`config.mk`:
```
export PLATFORM = sky130hd
export DESIGN_NAME = awgn_noise_out
export DESIGN_NICKNAME = d
export VERILOG_FILES = /design/src/rtl/awgn_noise_out.sv
export SDC_FILE = /design/constraint.sdc
export NUM_CORES = 1
export LEC_CHECK = 0
export CORE_MARGIN = 2
export CORE_UTILIZATION = 25
export CTS_BUF_LIST = sky130_fd_sc_hd__clkbuf_2
export DETAILED_ROUTE_END_ITERATION = 16
export PLACE_DENSITY = 0.48
export RECOVER_POWER = 50
export SLEW_MARGIN = 10
export SYNTH_ARGS = -nofsm -noshare
export SYNTH_HDL_FRONTEND = slang
export SYNTH_SLANG_ARGS = --single-unit
export TNS_END_PERCENT = 30
```
`constraint.sdc`:
```
create_clock -name clk -period 7.3 [get_ports clk]
set_input_delay 1.825 -clock clk [delete_from_list [all_inputs] [get_ports clk]]
set_output_delay 1.825 -clock clk [all_outputs]
set_load 0.05 [all_outputs]
```
`src/rtl/awgn_noise_out.sv`:
```
// Final Box-Muller stage: forms f*sin and f*cos, rounds/saturates to Q5.11 and
// streams the pair out serially (x0 then x1) on a valid/ready handshake.
module awgn_noise_out #(
    parameter int F_W = 17,
    parameter int G_W = 16,
    parameter int X_W = 16
) (
    input  logic                  clk,
    input  logic                  rst,
    input  logic                  in_valid,
    output logic                  in_ready,
    input  logic [F_W-1:0]        f_in,
    input  logic signed [G_W-1:0] g0_in,
    input  logic signed [G_W-1:0] g1_in,
    output logic signed [X_W-1:0] noise_out,
    output logic                  out_valid,
    input  logic                  out_ready,
    output logic                  out_sel
);

    localparam int F_FRAC = 13;
    localparam int G_FRAC = 14;
    localparam int X_FRAC = 11;
    localparam int SHIFT  = F_FRAC + G_FRAC - X_FRAC;
    localparam int PW     = F_W + 1 + G_W;

    localparam logic signed [PW:0] RND  = {{(PW+1-SHIFT){1'b0}}, 1'b1, {(SHIFT-1){1'b0}}};
    localparam logic signed [PW:0] XMAX = {{(PW+2-X_W){1'b0}}, {(X_W-1){1'b1}}};
    localparam logic signed [PW:0] XMIN = {{(PW+2-X_W){1'b1}}, {(X_W-1){1'b0}}};

    typedef enum logic [1:0] {IDLE, EMIT0, EMIT1} state_t;

    // Round half-up toward +inf, then clamp into the output range.
    function automatic logic signed [X_W-1:0] round_sat(input logic signed [PW-1:0] p);
        logic signed [PW:0] sum;
        logic signed [PW:0] r;
        sum = {p[PW-1], p} + RND;
        r   = sum >>> SHIFT;
        if (r > XMAX)
            round_sat = XMAX[X_W-1:0];
        else if (r < XMIN)
            round_sat = XMIN[X_W-1:0];
        else
            round_sat = r[X_W-1:0];
    endfunction

    logic                  vld_p0_q, vld_p0_d;
    logic [F_W-1:0]        f_p0_q, f_p0_d;
    logic signed [G_W-1:0] g0_p0_q, g0_p0_d;
    logic signed [G_W-1:0] g1_p0_q, g1_p0_d;
    logic                  vld_p1_q, vld_p1_d;
    logic signed [X_W-1:0] x0_p1_q, x0_p1_d;
    logic signed [X_W-1:0] x1_p1_q, x1_p1_d;
    logic                  vld_p2_q, vld_p2_d;
    logic signed [X_W-1:0] x0_p2_q, x0_p2_d;
    logic signed [X_W-1:0] x1_p2_q, x1_p2_d;
    logic signed [X_W-1:0] x1_hold_q, x1_hold_d;
    logic signed [X_W-1:0] noise_out_q, noise_out_d;
    logic                  out_valid_q, out_valid_d;
    logic                  out_sel_q, out_sel_d;
    state_t                state_q, state_d;

    logic                  out_free, pair_load, adv_p2, adv_p1, adv_p0;
    logic signed [PW-1:0]  prod0, prod1;

    always_comb begin
        out_free  = (state_q == IDLE) | ((state_q == EMIT1) & out_ready);
        pair_load = vld_p2_q & out_free;
        adv_p2    = !vld_p2_q | pair_load;
        adv_p1    = !vld_p1_q | adv_p2;
        adv_p0    = !vld_p0_q | adv_p1;

        prod0 = PW'($signed({1'b0, f_p0_q})) * PW'(g0_p0_q);
        prod1 = PW'($signed({1'b0, f_p0_q})) * PW'(g1_p0_q);

        // input capture
        vld_p0_d = vld_p0_q;
        f_p0_d   = f_p0_q;
        g0_p0_d  = g0_p0_q;
        g1_p0_d  = g1_p0_q;
        if (adv_p0) begin
            vld_p0_d = in_valid;
            if (in_valid) begin
                f_p0_d  = f_in;
                g0_p0_d = g0_in;
                g1_p0_d = g1_in;
            end
        end

        // rounded / saturated products
        vld_p1_d = vld_p1_q;
        x0_p1_d  = x0_p1_q;
        x1_p1_d  = x1_p1_q;
        if (adv_p1) begin
            vld_p1_d = vld_p0_q;
            if (vld_p0_q) begin
                x0_p1_d = round_sat(prod0);
                x1_p1_d = round_sat(prod1);
            end
        end

        // pair buffer
        vld_p2_d = vld_p2_q;
        x0_p2_d  = x0_p2_q;
        x1_p2_d  = x1_p2_q;
        if (adv_p2) begin
            vld_p2_d = vld_p1_q;
            if (vld_p1_q) begin
                x0_p2_d = x0_p1_q;
                x1_p2_d = x1_p1_q;
            end
        end

        // serialiser: the emitting pair lives in the output registers
        state_d     = state_q;
        noise_out_d = noise_out_q;
        out_sel_d   = out_sel_q;
        x1_hold_d   = x1_hold_q;
        if (pair_load) begin
            state_d     = EMIT0;
            noise_out_d = x0_p2_q;
            out_sel_d   = 1'b0;
            x1_hold_d   = x1_p2_q;
        end else if ((state_q == EMIT0) && out_ready) begin
            state_d     = EMIT1;
            noise_out_d = x1_hold_q;
            out_sel_d   = 1'b1;
        end else if ((state_q == EMIT1) && out_ready) begin
            state_d     = IDLE;
        end
        out_valid_d = (state_d != IDLE);
    end

    always_ff @(posedge clk) begin
        f_p0_q    <= f_p0_d;
        g0_p0_q   <= g0_p0_d;
        g1_p0_q   <= g1_p0_d;
        x0_p1_q   <= x0_p1_d;
        x1_p1_q   <= x1_p1_d;
        x0_p2_q   <= x0_p2_d;
        x1_p2_q   <= x1_p2_d;
        x1_hold_q <= x1_hold_d;
        if (rst) begin
            vld_p0_q    <= 1'b0;
            vld_p1_q    <= 1'b0;
            vld_p2_q    <= 1'b0;
            state_q     <= IDLE;
            out_valid_q <= 1'b0;
            noise_out_q <= '0;
            out_sel_q   <= 1'b0;
        end else begin
            vld_p0_q    <= vld_p0_d;
            vld_p1_q    <= vld_p1_d;
            vld_p2_q    <= vld_p2_d;
            state_q     <= state_d;
            out_valid_q <= out_valid_d;
            noise_out_q <= noise_out_d;
            out_sel_q   <= out_sel_d;
        end
    end

    assign in_ready  = adv_p0;
    assign noise_out = noise_out_q;
    assign out_valid = out_valid_q;
    assign out_sel   = out_sel_q;

endmodule
```
# [After elaboration in Yosys (flattened, before gate mapping)]
# Index checks and enable logic that the tools add are counted.
[totals] ff_bits=152 inputBits=53 elab_cells=50
[op_classes] n_addsub=2 n_mul=2 magnitude_cmp=4 n_eq_ne=2 muxes=7 bitwise_logic=6 reduce_logical=12
[op_table] op="$add A34 B17 Y35 const B" count=2
[op_table] op="$mul A18 B16 Y34" count=2
[op_table] op="$mux W16" count=4
[op_table] op="$gt A19 B16 Y1 const B" count=2
[op_table] op="$lt A19 B16 Y1 const B" count=2
[op_table] op="$mux W2" count=3
[op_table] op="$reduce_and A2 Y1" count=3
[op_table] op="$or A1 B1 Y1" count=4
[op_table] op="$reduce_bool A2 Y1" count=2
[op_table] op="$logic_not A1 Y1" count=3
[op_table] op="$and A1 B1 Y1" count=2
[op_table] op="$eq A2 B1 Y1 const B" count=1
[op_table] op="$eq A2 B2 Y1 const B" count=1
[op_table] op="$logic_and A1 B1 Y1" count=2
[op_table] op="$logic_not A2 Y1" count=1
[op_table] op="$reduce_or A2 Y1" count=1

# [Depth between registers and ports, before layout]
# Gate-level depths: netlist (run 1).
[depth] word_depth=8 mapped_depth=26 ltp_nobuf=22

# [Worst setup path after synthesis (run 1)]
# Ideal clock, no wire load.
[synth_path] path_kind="reg-to-reg" from="register g0_p0_q[8]" to="register x0_p1_q[8] (data pin)" setup_time_ps=254 arrival_ps=6111 slack_ps=935 path_stages_with_launch=26 synth_period_minus_slack_ps=6365 path_cell_list="edfxtp_1 -> clkbuf_1 -> clkbuf_1 -> nand2_1 -> fa_1 -> inv_1 -> fa_1 -> inv_1 -> fa_1 -> inv_1 -> fa_1 -> fa_1 -> inv_1 -> fa_1 -> inv_1 -> ha_1 -> nand4_2 -> nor4_2 -> a22oi_1 -> o211ai_2 -> a41oi_4 -> o41ai_4 -> xnor2_1 -> a31oi_1 -> buf_6 -> a21o_1"
[synth_via] elab_chain_cells=4 elab_cells_between_ends=5 cone_classes="add/sub (1); mul (1); order compare (2); mux (1)"
[synth_lines] element="start: declaration" line_no="49" text="logic signed [G_W-1:0] g0_p0_q, g0_p0_d;"
[synth_lines] element="start signal: assignment" line_no="136" text="g0_p0_q <= g0_p0_d;"
[synth_lines] element="$mul A18 B16 Y34 (*)" line_no="73" text="prod0 = PW'($signed({1'b0, f_p0_q})) * PW'(g0_p0_q);"
[synth_lines] element="$add A34 B17 Y35 (*)" line_no="37" text="sum = {p[PW-1], p} + RND;"
[synth_lines] element="$lt A19 B16 Y1" line_no="41" text="else if (r < XMIN)"
[synth_lines] element="$mux W16" line_no="41"
[synth_lines] element="end signal: assignment" line_no="138" text="x0_p1_q <= x0_p1_d;"
[synth_lines] element="end: declaration" line_no="52" text="logic signed [X_W-1:0] x0_p1_q, x0_p1_d;"
# Mark *: on every way between the ends. The rest lies on a longest branch, timed or not.
# A chain may end at the register's enable or synchronous reset.

# [Worst setup path after layout (run 1)]
[layout_path] from="register f_p0_q[14]" to="register x0_p1_q[12] (data pin)"
[layout_via] elab_chain_cells=4 elab_cells_between_ends=5 cone_classes="add/sub (1); mul (1); order compare (2); mux (1)"
[layout_lines] element="start: declaration" line_no="48" text="logic [F_W-1:0] f_p0_q, f_p0_d;"
[layout_lines] element="start signal: assignment" line_no="135" text="f_p0_q <= f_p0_d;"
[layout_lines] element="$mul A18 B16 Y34 (*)" line_no="73"
[layout_lines] element="$add A34 B17 Y35 (*)" line_no="37"
[layout_lines] element="$lt A19 B16 Y1" line_no="41"
[layout_lines] element="$mux W16" line_no="41"
# Marked as above.

==> impl.org, run 1 <==
** Clock network
- Clock buffer depth :: 2
- Clock latency on the worst-skew pair, taken at its later pin, is a little over 0.8 ns.
- TritonCTS built the clock tree.
- Clk pin slew, worst setup/hold paths :: 0.30 ns
- CTS H-tree lvls :: 4
- Library cell used as clock root buffer :: sky130_fd_sc_hd__clkbuf_2
- The number of hold buffers added after CTS was 0.
- Counting every sink on the clock net gives between 150 and 200.
- TritonCTS created 17 clock buffers.

** Worst hold path
- The worst hold path begins at x0_p1_q[8].
- Worst hold path cell count :: 0
- Type of the tightest min-delay check :: reg -> reg
- The path with the worst hold slack has its endpoint at x0_p2_q[8].

** Route
- Remaining design rule violation count :: 0
- Detailed routing inserted a total of approximately 16,000 vias.
- The pre-antenna-repair detailed-routing pass consisted of 6 iterations.
- After detailed routing, the average wire length per cell comes to ~17 um.
- 1st-iter DRT viols :: approximately 960
- Using the TritonRoute via totals, the vias-per-cell ratio works out to 4.24.
- Total wire length :: between 60,000 and 70,000 um
- Remaining antenna violation count :: 0

** Final layout
- Signed area change from the synthesized netlist to the final layout :: 12.8%
- Fraction of layout cells with a size suffix above 1 :: 5.46%
- Summing all non-filler instances in the final layout gives an area of between 0.02 and 0.03 mm^2.
- The net count of the finished layout is 3,178.

** Place
- DP HPWL :: slightly below 50,000 um
- The congestion estimate from routability-driven global placement came to between 0.7 and 0.8.
- Area after detailed placement :: ~0.026 mm^2
- The count of buffers added on input and output ports is 71.

** Setup path
- End of the worst register-to-register path :: x0_p1_q[12]
- CP Cell Sequence :: buf_4 -> and2_1 -> fa_1 -> inv_1 -> fa_1 -> fa_1 -> inv_1 -> fa_1 -> fa_1 -> ha_1 -> ha_1 -> a21oi_1 -> o21bai_1 -> a211o_1 -> a31oi_1 -> o21ai_0 -> a311oi_1 -> a31oi_1 -> buf_4 -> a31o_1
- The worst setup path is launched from a flop.
- At the worst endpoint, the arrival time is roughly 7.5 ns.
- Data on the critical path is required at its endpoint by around 7.9 ns.
- For this design, the slowest cell found on the critical path is sky130_fd_sc_hd__edfxtp_1.
- In this run the critical register-to-register path is launched from f_p0_q[14].
- The worst setup path is captured at a flop.
- R2R cell count :: 20
- Of all nets on the critical path, the largest fanout is 20.
- For flop-to-flop paths, the worst setup slack is 0.36 ns.
- Most used cell, CP :: sky130_fd_sc_hd__fa_1
- WS Path Type :: reg -> reg
- Delay of the slowest cell on the worst path :: around 0.64 ns

** Floorplanning
- For this configuration, the core starts out at a cell density of approximately 25%.
- Row generation in the floorplan step produced 112 rows.
- I/O Pins :: between 70 and 80
- Standard cell core area :: slightly above 0.09 mm^2
- Die extent in x :: slightly above 300 um
- Die ar. :: about 0.096 mm^2
- In this run the vertical extent of the chip is 310 um.

** Timing
- Slew Limit Fails :: between 80 and 90
- Maximum operating frequency :: 0.144 GHz
- Setup violations remaining at the end of the flow were counted as 0.
- Headroom to the max-slew limit :: -22.4%
- For the pin with the worst max-slew slack, the measured transition is ~1.8 ns.
- Dividing the final minimum period by the clock period gives a little over nine tenths.
- The total count of hold-check failures in the final report was 0.
- Total Negative Setup Slacks :: 0 ns
- The smallest clock period supported by the final layout is computed as between 6 and 7 ns.
- Final Skew :: between 0.06 and 0.07 ns
- Setup repair after global routing could not meet its margin everywhere.

** Synth
- After synthesis, the mean cell area works out to approximately 9.8 um^2.
- FFs w/ async S/R, synth :: 0%
- The synthesized design spends more area on one cell type than any other, namely sky130_fd_sc_hd__fa_1.
- By area the synthesized netlist is led by sky130_fd_sc_hd__fa_1 35%, sky130_fd_sc_hd__edfxtp_1 17%, sky130_fd_sc_hd__ha_1 13%.
- After synthesis, the netlist uses between 60 and 70 different library cells.
- Synthesis handed over a netlist of 2,390 instances.
- For this run, the register share of the synthesized area comes to approximately 18%.
- Dominant cell by count in the synthesized netlist :: sky130_fd_sc_hd__inv_1
- When the netlist entered floorplanning its net count stood at about 3,100.
- The synthesized design devotes to its leading area cell type between 30% and 40% of total area.
- Cell area after technology mapping :: around 0.023 mm^2
- In the synthesized netlist, the cells that appear most often are 511 x sky130_fd_sc_hd__inv_1, 414 x sky130_fd_sc_hd__fa_1, 299 x sky130_fd_sc_hd__nand2_1.
- In the synthesized netlist the dominant register cell turns out to be sky130_fd_sc_hd__edfxtp_1.
- Number of enable-type register cells in the synthesized netlist :: ~130
- Yosys printed 0 warnings.
- After synthesis the netlist holds a flip-flop and latch count of 152.

** Run status
- The checks that failed: capacitance limit, slew limit.
- The run finished, with violations left.

** GRT
- Number of global-route vias before repair :: roughly 17,000
- The number of antenna violations at the first check in global routing is 5.
- Global routing used between 10% and 20% of the available tracks.
- Maximum number of pins on one net before global-route repair :: 50
- The total overflow left after global routing is 0.
- The first global-routing pass estimated a little under 100,000 um of wire.

** Job
- Reported max-cap violation count :: 3
-- worst max-delay path: cells and delay by family (launching register included) --
kind,cells,cell delay [ns]
flip-flops,1,0.64
buffers and inverters,4,0.63
adder cells (fa/ha/maj),7,3.13
AND/OR/NAND/NOR,1,0.19
AO/OA/AOI/OAI,8,2.14
-- worst max-delay path by stage --
stage | start | to | slack (ns) | cells after the start
2_1_floorplan | g0_p0_q[8] | x0_p1_q[8] | 0.94 | 25
3_3_place_gp | g0_p0_q[3] | x0_p1_q[12] | 0.16 | 20
3_5_place_dp | g0_p0_q[3] | x0_p1_q[3] | 0.16 | 20
4_1_cts | g1_p0_q[4] | x1_p1_q[1] | 0.03 | 21
5_1_grt | g0_p0_q[4] | x0_p1_q[12] | -0.004 | 21
6_report | f_p0_q[14] | x0_p1_q[12] | 0.36 | 20
-- cell families after synthesis --
group                    after synthesis  synth area share, %
AO/OA/AOI/OAI                        211                 6.19
XOR/XNOR                              36                 1.38
adder cells (fa/ha/maj)              664                 48.7
buffers and inverters                614                 9.92
flip-flops                           152                 18.5
multiplexers                          17                0.726
AND/OR/NAND/NOR                      696                 14.6
-- timing repair --
action                                  CTS  global route
buffers inserted                          0            14
resized for setup                         1             1
endpoints found under the setup margin    1            30
endpoints found under the hold margin     0             0
pin swaps                                 0             1
-- through the flow --
step                hold WS [ns]  cells  setup WS (ns)  util [%]
floorplan                  0.400   2390          0.935         -
global placement           0.404   3682          0.160      28.0
detailed placement         0.406   3682          0.161      28.0
CTS                        0.411   3714         0.0329      28.3
global route               0.416   3730       -0.00443      28.4
finish                     0.388   3731          0.356      28.4
-- state kept, by name (all words and copies together), names as in the netlist, 2 cells and up --
name	flops
x1_p2_q	16
x0_p2_q	16
x1_p1_q	16
g1_p0_q	16
noise_out	16
x0_p1_q	16
g0_p0_q	16
state_q	2
f_p0_q	17
x1_hold_q	16
-- layout by cell type, fill, tap and decap left out, types with 11 or more instances in the layout --
cell type                         count
sky130_fd_sc_hd__a211oi_1            21
sky130_fd_sc_hd__a21o_1              48
sky130_fd_sc_hd__a21oi_1             52
sky130_fd_sc_hd__and2_1             245
sky130_fd_sc_hd__buf_12              17
sky130_fd_sc_hd__buf_4               65
sky130_fd_sc_hd__clkbuf_2            19
sky130_fd_sc_hd__clkdlybuf4s50_1     20
sky130_fd_sc_hd__dfxtp_1             23
sky130_fd_sc_hd__dlygate4sd3_1       51
sky130_fd_sc_hd__edfxtp_1           129
sky130_fd_sc_hd__fa_1               414
sky130_fd_sc_hd__ha_1               250
sky130_fd_sc_hd__inv_1              511
sky130_fd_sc_hd__mux2i_1             17
sky130_fd_sc_hd__nand2_1            299
sky130_fd_sc_hd__nand2b_1            19
sky130_fd_sc_hd__nand3_1             16
sky130_fd_sc_hd__nand4_1             12
sky130_fd_sc_hd__nor2_1              72
sky130_fd_sc_hd__nor3_1              11
sky130_fd_sc_hd__o21ai_0             32
sky130_fd_sc_hd__xnor2_1             27
-- layout make-up --
cell class	count	area (um^2)
Fill cell	9956	66600
Sequential cell	152	4330
Clock buffer	19	95.1
Clock inverter	13	140
Inverter	511	1920
Antenna cell	3	7.51
Multi-Input combinational cell	1624	16800
Tap cell	1254	1570
Timing Repair Buffer	155	1550
-- per-layer routing --
metal	global-route usage [%]	vias up	share of wire [%]
met5	0	-	0.053
met4	1.79	6	0.90
met3	1.97	29	4.7
met2	19.7	328	41
met1	21.2	7969	53
li1	-	7493	-
Power of run 1 is not shown: default switching activity piles up to over one toggle a cycle in this logic, so the estimate is an artifact.
==> run 2: changes to the inputs <==
--- a/config.mk
+++ b/config.mk
@@ -9,7 +9,8 @@
 export CORE_UTILIZATION = 25
 export CTS_BUF_LIST = sky130_fd_sc_hd__clkbuf_2
 export DETAILED_ROUTE_END_ITERATION = 16
-export PLACE_DENSITY = 0.48
+export DONT_BUFFER_PORTS = 1
+export PLACE_DENSITY = 0.47
 export RECOVER_POWER = 50
 export SLEW_MARGIN = 10
 export SYNTH_ARGS = -nofsm -noshare
==> impl.org, run 2 (synthesis results as in run 1) <==
** Run status
- The flow ran to the end, but the final reports show violations.
- Failing checks :: capacitance limit, slew limit

** Floorplanning
- The die is roughly 310 um wide.
- Row generation in the floorplan step produced 112 rows.
- I/O Pins :: 72
- The floorplan step defined a die boundary enclosing a little under 0.1 mm^2.
- In this run the vertical extent of the chip is 310 um.
- For this configuration, the core starts out at a cell density of between 20% and 30%.
- Standard cell core area :: 0.0930 mm^2

** Timing
- Final Hold Violating Endpoints :: 0
- Derived from the worst setup path, the maximum achievable clock frequency is ~0.15 GHz.
- Setup repair after global routing left no endpoint under its margin.
- The worst path uses 94.4% of the clock period.
- Slew Limit Fails :: 47
- Headroom to the max-slew limit :: -24.7%
- Subtracting the final worst setup slack from the clock period gives a little under 7 ns.
- At the pin with the least slew margin, the transition time is about 1.9 ns.
- Adding up every negative setup slack in the final design gives 0 ns.
- Setup violations remaining at the end of the flow were counted as 0.
- Final Skew :: 0.0608 ns

** Place
- The congestion estimate from routability-driven global placement came to around 0.81.
- Port Buf Inserts :: 0
- Detailed placement ended at an HPWL of between 40,000 and 50,000 um.

** Route
- DR vias/cell :: roughly 4.3
- In this run, the number of DRC markers left after iteration 0 of detailed routing was 878.
- The routed layout has approximately 16,000 vias.
- Number of iterations in the first detailed-routing pass :: 5
- Remaining design rule violation count :: 0
- Wire length per cell after detailed routing :: between 15 and 20 um
- Remaining antenna violation count :: 0
- Total wire length :: about 62,000 um

** Clock network
- The tree is rooted in a sky130_fd_sc_hd__clkbuf_2.
- CTS built an H-tree with a depth of 4.
- The clock passes through at most 2 buffers.
- TritonCTS built the clock tree.
- Number of clock buffers inserted by TritonCTS :: 17
- Number of sinks handled by clock tree synthesis :: between 150 and 200
- Source-to-sink clock delay at the later pin of the worst-skew pair :: 0.85 ns
- The number of hold buffers added after CTS was 0.
- After clock tree synthesis, the clock-pin slew on the worst setup and hold paths is ~0.30 ns.

** Final layout
- From synthesis to final layout, the design area changed by 9.46%.
- Top register by number of flip-flops :: f_p0_q
- Nets :: approximately 3,100
- Leaving out fill and tap cells, the most frequent cell in the layout is sky130_fd_sc_hd__inv_1.
- Number of flip-flops in the largest register :: 17
- The top cell types in the final layout, fill and taps aside, are 511 x sky130_fd_sc_hd__inv_1, 414 x sky130_fd_sc_hd__fa_1, 299 x sky130_fd_sc_hd__nand2_1.
- Cells with a size suffix above 1 make up 5.39% of the layout.

** GRT
- Global-route wire length before repair :: 99,100 um
- Maximum number of pins on one net before global-route repair :: 38
- Leftover overflow at the end of global routing :: 0
- The number of antenna violations at the first check in global routing is 28.
- Overall routing resource usage :: between 10% and 20%
- The via count of the first global-routing pass is about 16,000.

** Setup path
- The setup path with the least slack is of type reg -> reg.
- Worst setup path startpoint :: g1_p0_q[2]
- In this run the critical register-to-register path is launched from g1_p0_q[2].
- The critical path goes through and2_1 -> fa_1 -> inv_1 -> fa_1 -> fa_1 -> inv_1 -> fa_1 -> fa_1 -> inv_1 -> fa_1 -> inv_1 -> ha_1 -> nand3_1 -> nor2_1 -> nand4_1 -> o21ai_0 -> o21ai_0 -> o31a_1 -> o221ai_1 -> xor2_1 -> a21o_1.
- At the worst endpoint, the required time is 8.03 ns.
- The largest single stage delay on the critical path is approximately 0.70 ns.
- Setup crit start kind :: flop
- Among the stages of the critical path, the cell type that occurs most often is sky130_fd_sc_hd__fa_1.
- Of all nets on the critical path, the largest fanout is 11.
- STA puts the critical path data arrival time at ~7.6 ns.
- R2R cell count :: 21
- End of the worst register-to-register path :: x1_p1_q[13]
- The worst setup path is captured at a flop.
- The slowest stage of the critical path is the sky130_fd_sc_hd__edfxtp_1 cell.
- The setup check on the worst reg-to-reg path leaves a slack of 0.41 ns.

** Worst hold path
- The worst hold path was traced through 0 stages.
- Worst Hold Endpoint :: x1_hold_q[4]
- Type of the tightest min-delay check :: reg -> reg
- Startpoint of the tightest hold check path :: x1_p2_q[4]

** Job
- Reported max-cap violation count :: 2
## run 2: layer usage
| layer | global-route usage [%] | share of wire (%) | up-vias |
|---|---|---|---|
| met2 | 19.3 | 41 | 346 |
| met4 | 2.44 | 1.4 | 38 |
| met3 | 3.12 | 6.5 | 70 |
| met1 | 20.6 | 51 | 7877 |
| met5 | 0 | 0.38 | - |
| li1 | - | - | 7342 |
## run 2: cell type report
cell class	count	area [um^2]
Multi-Input combinational cell	1624	16800
Tap cell	1254	1570
Timing Repair Buffer	75	781
Clock inverter	14	114
Sequential cell	152	4330
Inverter	511	1920
Clock buffer	18	90.1
Antenna cell	9	22.5
Fill cell	9987	67400
## run 2: worst max path at each step
stage | to | slack (ns) | depth (start not counted)
floorplan | x0_p1_q[8] | 0.94 | 25
global placement | x0_p1_q[12] | 0.10 | 21
detailed placement | x0_p1_q[2] | 0.10 | 21
CTS | x0_p1_q[12] | 0.02 | 21
global route | x0_p1_q[12] | 0.07 | 20
finish | x1_p1_q[13] | 0.41 | 21
## run 2: worst max-delay path, delay by kind of cell (launching register included)
kind,cells,cell delay [ns]
AO/OA/AOI/OAI,5,1.46
flip-flops,1,0.70
AND/OR/NAND/NOR,4,0.70
buffers and inverters,4,0.19
adder cells (fa/ha/maj),7,3.35
XOR/XNOR,1,0.35
## run 2: metrics by stage
stage                     hold slack [ns]  setup slack [ns]  util [%]  instance area (um^2)  instances
final                               0.437             0.408      27.6                 25600       3657
after CTS                           0.424            0.0166      27.4                 25500       3638
after global placement              0.400             0.101      27.2                 25300       3606
after detailed placement            0.405             0.101      27.2                 25300       3606
after global routing                0.449            0.0728      27.6                 25600       3655
after floorplan                     0.400             0.935         -                 23400       2390
## run 2: repair_timing
item | in CTS | in global routing
resized for setup | 0 | 5
endpoints found under the setup margin | 0 | 30
setup buffers | 0 | 10
Power of run 2 is left out for the same reason.
==> run 3: changes to the inputs <==
--- a/config.mk
+++ b/config.mk
@@ -12,6 +12,7 @@
 export DONT_BUFFER_PORTS = 1
 export PLACE_DENSITY = 0.47
 export RECOVER_POWER = 50
+export SETUP_SLACK_MARGIN = 0.4
 export SLEW_MARGIN = 10
 export SYNTH_ARGS = -nofsm -noshare
 export SYNTH_HDL_FRONTEND = slang
==> impl.org, run 3 (synthesis results as in run 1) <==
** GRT
- Entering global routing, the biggest net connects 38 pins.
- The first global-routing pass estimated ~99,000 um of wire.
- Antenna violations before repair :: 28
- Leftover overflow at the end of global routing :: 0
- The via count of the first global-routing pass came to between 15,000 and 20,000.
- Overall routing resource usage :: a little over an eighth

** Timing
- Setup violations remaining at the end of the flow were counted as 0.
- Summed over all failing endpoints, the final setup total negative slack is 0 ns.
- At the pin with the least slew margin, the transition time is roughly 1.9 ns.
- Counting I/O delays and the setup requirement, the final critical path takes roughly 6.6 ns.
- Of the available clock period, the critical path in the final layout requires 90.7%.
- The total count of hold-check failures in the final report is 0.
- Headroom to the max-slew limit :: -25.6%
- Setup repair after global routing missed its margin :: yes
- Final Skew :: about 0.064 ns
- Maximum operating frequency :: roughly 0.15 GHz
- Slew Limit Fails :: 33

** Job
- Reported max-cap violation count :: 2

** Floorplanning
- The die is 310 um tall.
- The core region is just over 0.09 mm^2.
- Die ar. :: ~0.096 mm^2
- The initial utilization of the core area, before any placement, comes to 25.2%.
- I/O Pins :: about 70
- Standard-cell rows :: around 110
- Die extent in x :: 310 um

** Setup path
- Arrival time at the worst endpoint :: about 7.2 ns
- In this run the worst path has a maximum fanout of 16.
- The worst register-to-register path ends at x1_p1_q[1].
- Capture point of the critical path :: x1_p1_q[1]
- STA classifies the critical path startpoint as a flop.
- Startpoint of the worst register-to-register path :: f_p0_q[7]
- The worst setup path is captured at a flop.
- Data on the critical path is required at its endpoint by between 7 and 8 ns.
- R2R cell count :: 26
- WS Path Type :: reg -> reg
- Reg2Reg Setup Slack :: slightly below 0.7 ns
- The critical path starts at f_p0_q[7].

** Final layout
- Across the whole layout, storage elements account for between 0.004 and 0.005 mm^2.
- Fraction of layout cells with a size suffix above 1 :: 7.96%
- Ranked by flip-flop count, first place goes to f_p0_q.
- The filler cells instantiated in the layout total 9,962.
- Nets :: around 3,100
- Signed area change from the synthesized netlist to the final layout :: 11.9%
- Most common cell after layout, fill and taps aside :: sky130_fd_sc_hd__inv_1
- Most used cells in the layout excluding fill and tap cells :: 510 x sky130_fd_sc_hd__inv_1, 413 x sky130_fd_sc_hd__fa_1, 299 x sky130_fd_sc_hd__nand2_1
- Multi-input logic area :: 0.0170 mm^2
- Number of flip-flops in the largest register :: 17
- Non-Filler Cell Area, Final :: ~0.026 mm^2

** Run status
- Failing checks :: capacitance limit, slew limit
- The flow ran to the end, but the final reports show violations.

** Place
- The congestion estimate from routability-driven global placement came to between 0.8 and 0.9.
- DP HPWL :: approximately 50,000 um
- Port Buf Inserts :: 0
- Once placement finished, the instance area stood at 0.0253 mm^2.

** Clock network
- Clock latency on the worst-skew pair, taken at its later pin, is roughly 0.85 ns.
- Number of clock buffers inserted by TritonCTS :: 17
- CTS H-tree lvls :: 4
- Post-CTS Hold Fix Bufs :: 0
- Clock buffer depth :: 2
- Library cell used as clock root buffer :: sky130_fd_sc_hd__clkbuf_2
- TritonCTS built the clock tree.
- Number of sinks handled by clock tree synthesis :: ~150
- Clock-pin slew was measured on the worst setup and hold paths at 0.27 ns.

** Route
- Remaining design rule violation count :: 0
- Once detail routing completed, the nets flagged for antenna violations numbered 0.
- Total wire length :: about 64,000 um
- For this block, the via count after detailed routing is ~16,000.
- After detailed routing, the average wire length per cell comes to 17.2 um.
- The first detailed-routing pass took 6 iterations.
- 1st-iter DRT viols :: around 900
- DR vias/cell :: 4.28

** Worst hold path
- Type of the tightest min-delay check :: reg -> reg
-- run 3: cell types whose count changed in the layout (fill, tap and decap cells not counted), sizes merged --
cell           delta
buf              +40
diode             -1
clkbuf            +2
clkdlybuf4s15     +1
inv               -1
clkinvlp          +1
-- run 3: area by class of cell --
type,count,area share [%]
diodes,8,0.0763
clock buffers,18,0.344
clock inverters,14,0.434
inverters,511,7.33
multi-input cells,1624,64.7
flip-flops and latches,152,16.5
well taps,1254,5.98
repair buffers,118,4.59
-- run 3: metal layers --
layer  track usage (%)  routed length [um]  vias to the layer above  share of wire, %
li1                  -                   -                     7425                 -
met1              20.7               32700                     7963                51
met3              3.17                4030                       69               6.3
met2              19.4               26000                      340                41
met5                 0                 239                        -              0.37
met4              2.38                 864                       38               1.4
-- run 3: worst min path at each step --
stage	start	end	slack (ns)	depth (start not counted)
floorplan	x0_p1_q[0]	x0_p2_q[0]	0.40	0
global placement	x1_p2_q[0]	x1_hold_q[0]	0.40	0
detailed placement	x1_p2_q[1]	x1_hold_q[1]	0.40	0
CTS	x1_p2_q[4]	x1_hold_q[4]	0.42	0
global route	x0_p1_q[15]	x0_p2_q[15]	0.44	0
finish	x1_p2_q[4]	x1_hold_q[4]	0.43	0
-- run 3: through the flow --
stage	setup WS [ns]	hold slack [ns]	cells	util, %
finish	0.679	0.433	3699	28.2
global placement	0.101	0.400	3606	27.2
global route	0.369	0.445	3698	28.2
floorplan	0.935	0.400	2390	-
detailed placement	0.101	0.405	3606	27.2
CTS	0.399	0.424	3646	27.6
-- run 3: repair_timing --
| action | in CTS | in global routing |
|---|---|---|
| setup endpoints to repair | 30 | 30 |
| gates resized for setup | 4 | 34 |
| buffers inserted | 8 | 42 |
| cloned | 0 | 3 |
| pin swaps | 0 | 15 |
-- run 3: worst max-delay path, stage by stage, from the launching register on --
cell                       delay, ns
sky130_fd_sc_hd__edfxtp_1       0.46
sky130_fd_sc_hd__buf_4          0.16
sky130_fd_sc_hd__buf_12         0.16
sky130_fd_sc_hd__and2_1         0.17
sky130_fd_sc_hd__fa_1           0.49
sky130_fd_sc_hd__inv_1          0.05
sky130_fd_sc_hd__fa_1           0.45
sky130_fd_sc_hd__fa_1           0.51
sky130_fd_sc_hd__inv_1          0.05
sky130_fd_sc_hd__fa_1           0.51
sky130_fd_sc_hd__fa_1           0.49
sky130_fd_sc_hd__inv_1          0.05
sky130_fd_sc_hd__fa_1           0.47
sky130_fd_sc_hd__inv_1          0.04
sky130_fd_sc_hd__ha_2           0.37
sky130_fd_sc_hd__nand3_1        0.13
sky130_fd_sc_hd__nor3_2         0.16
sky130_fd_sc_hd__nand3_1        0.22
sky130_fd_sc_hd__a211oi_4       0.32
sky130_fd_sc_hd__nor3_2         0.09
sky130_fd_sc_hd__buf_4          0.16
sky130_fd_sc_hd__o21ai_2        0.15
sky130_fd_sc_hd__xnor2_2        0.15
sky130_fd_sc_hd__buf_4          0.16
sky130_fd_sc_hd__o31ai_4        0.08
sky130_fd_sc_hd__buf_12         0.16
sky130_fd_sc_hd__a21o_1         0.17
Power of run 3 is left out for the same reason.
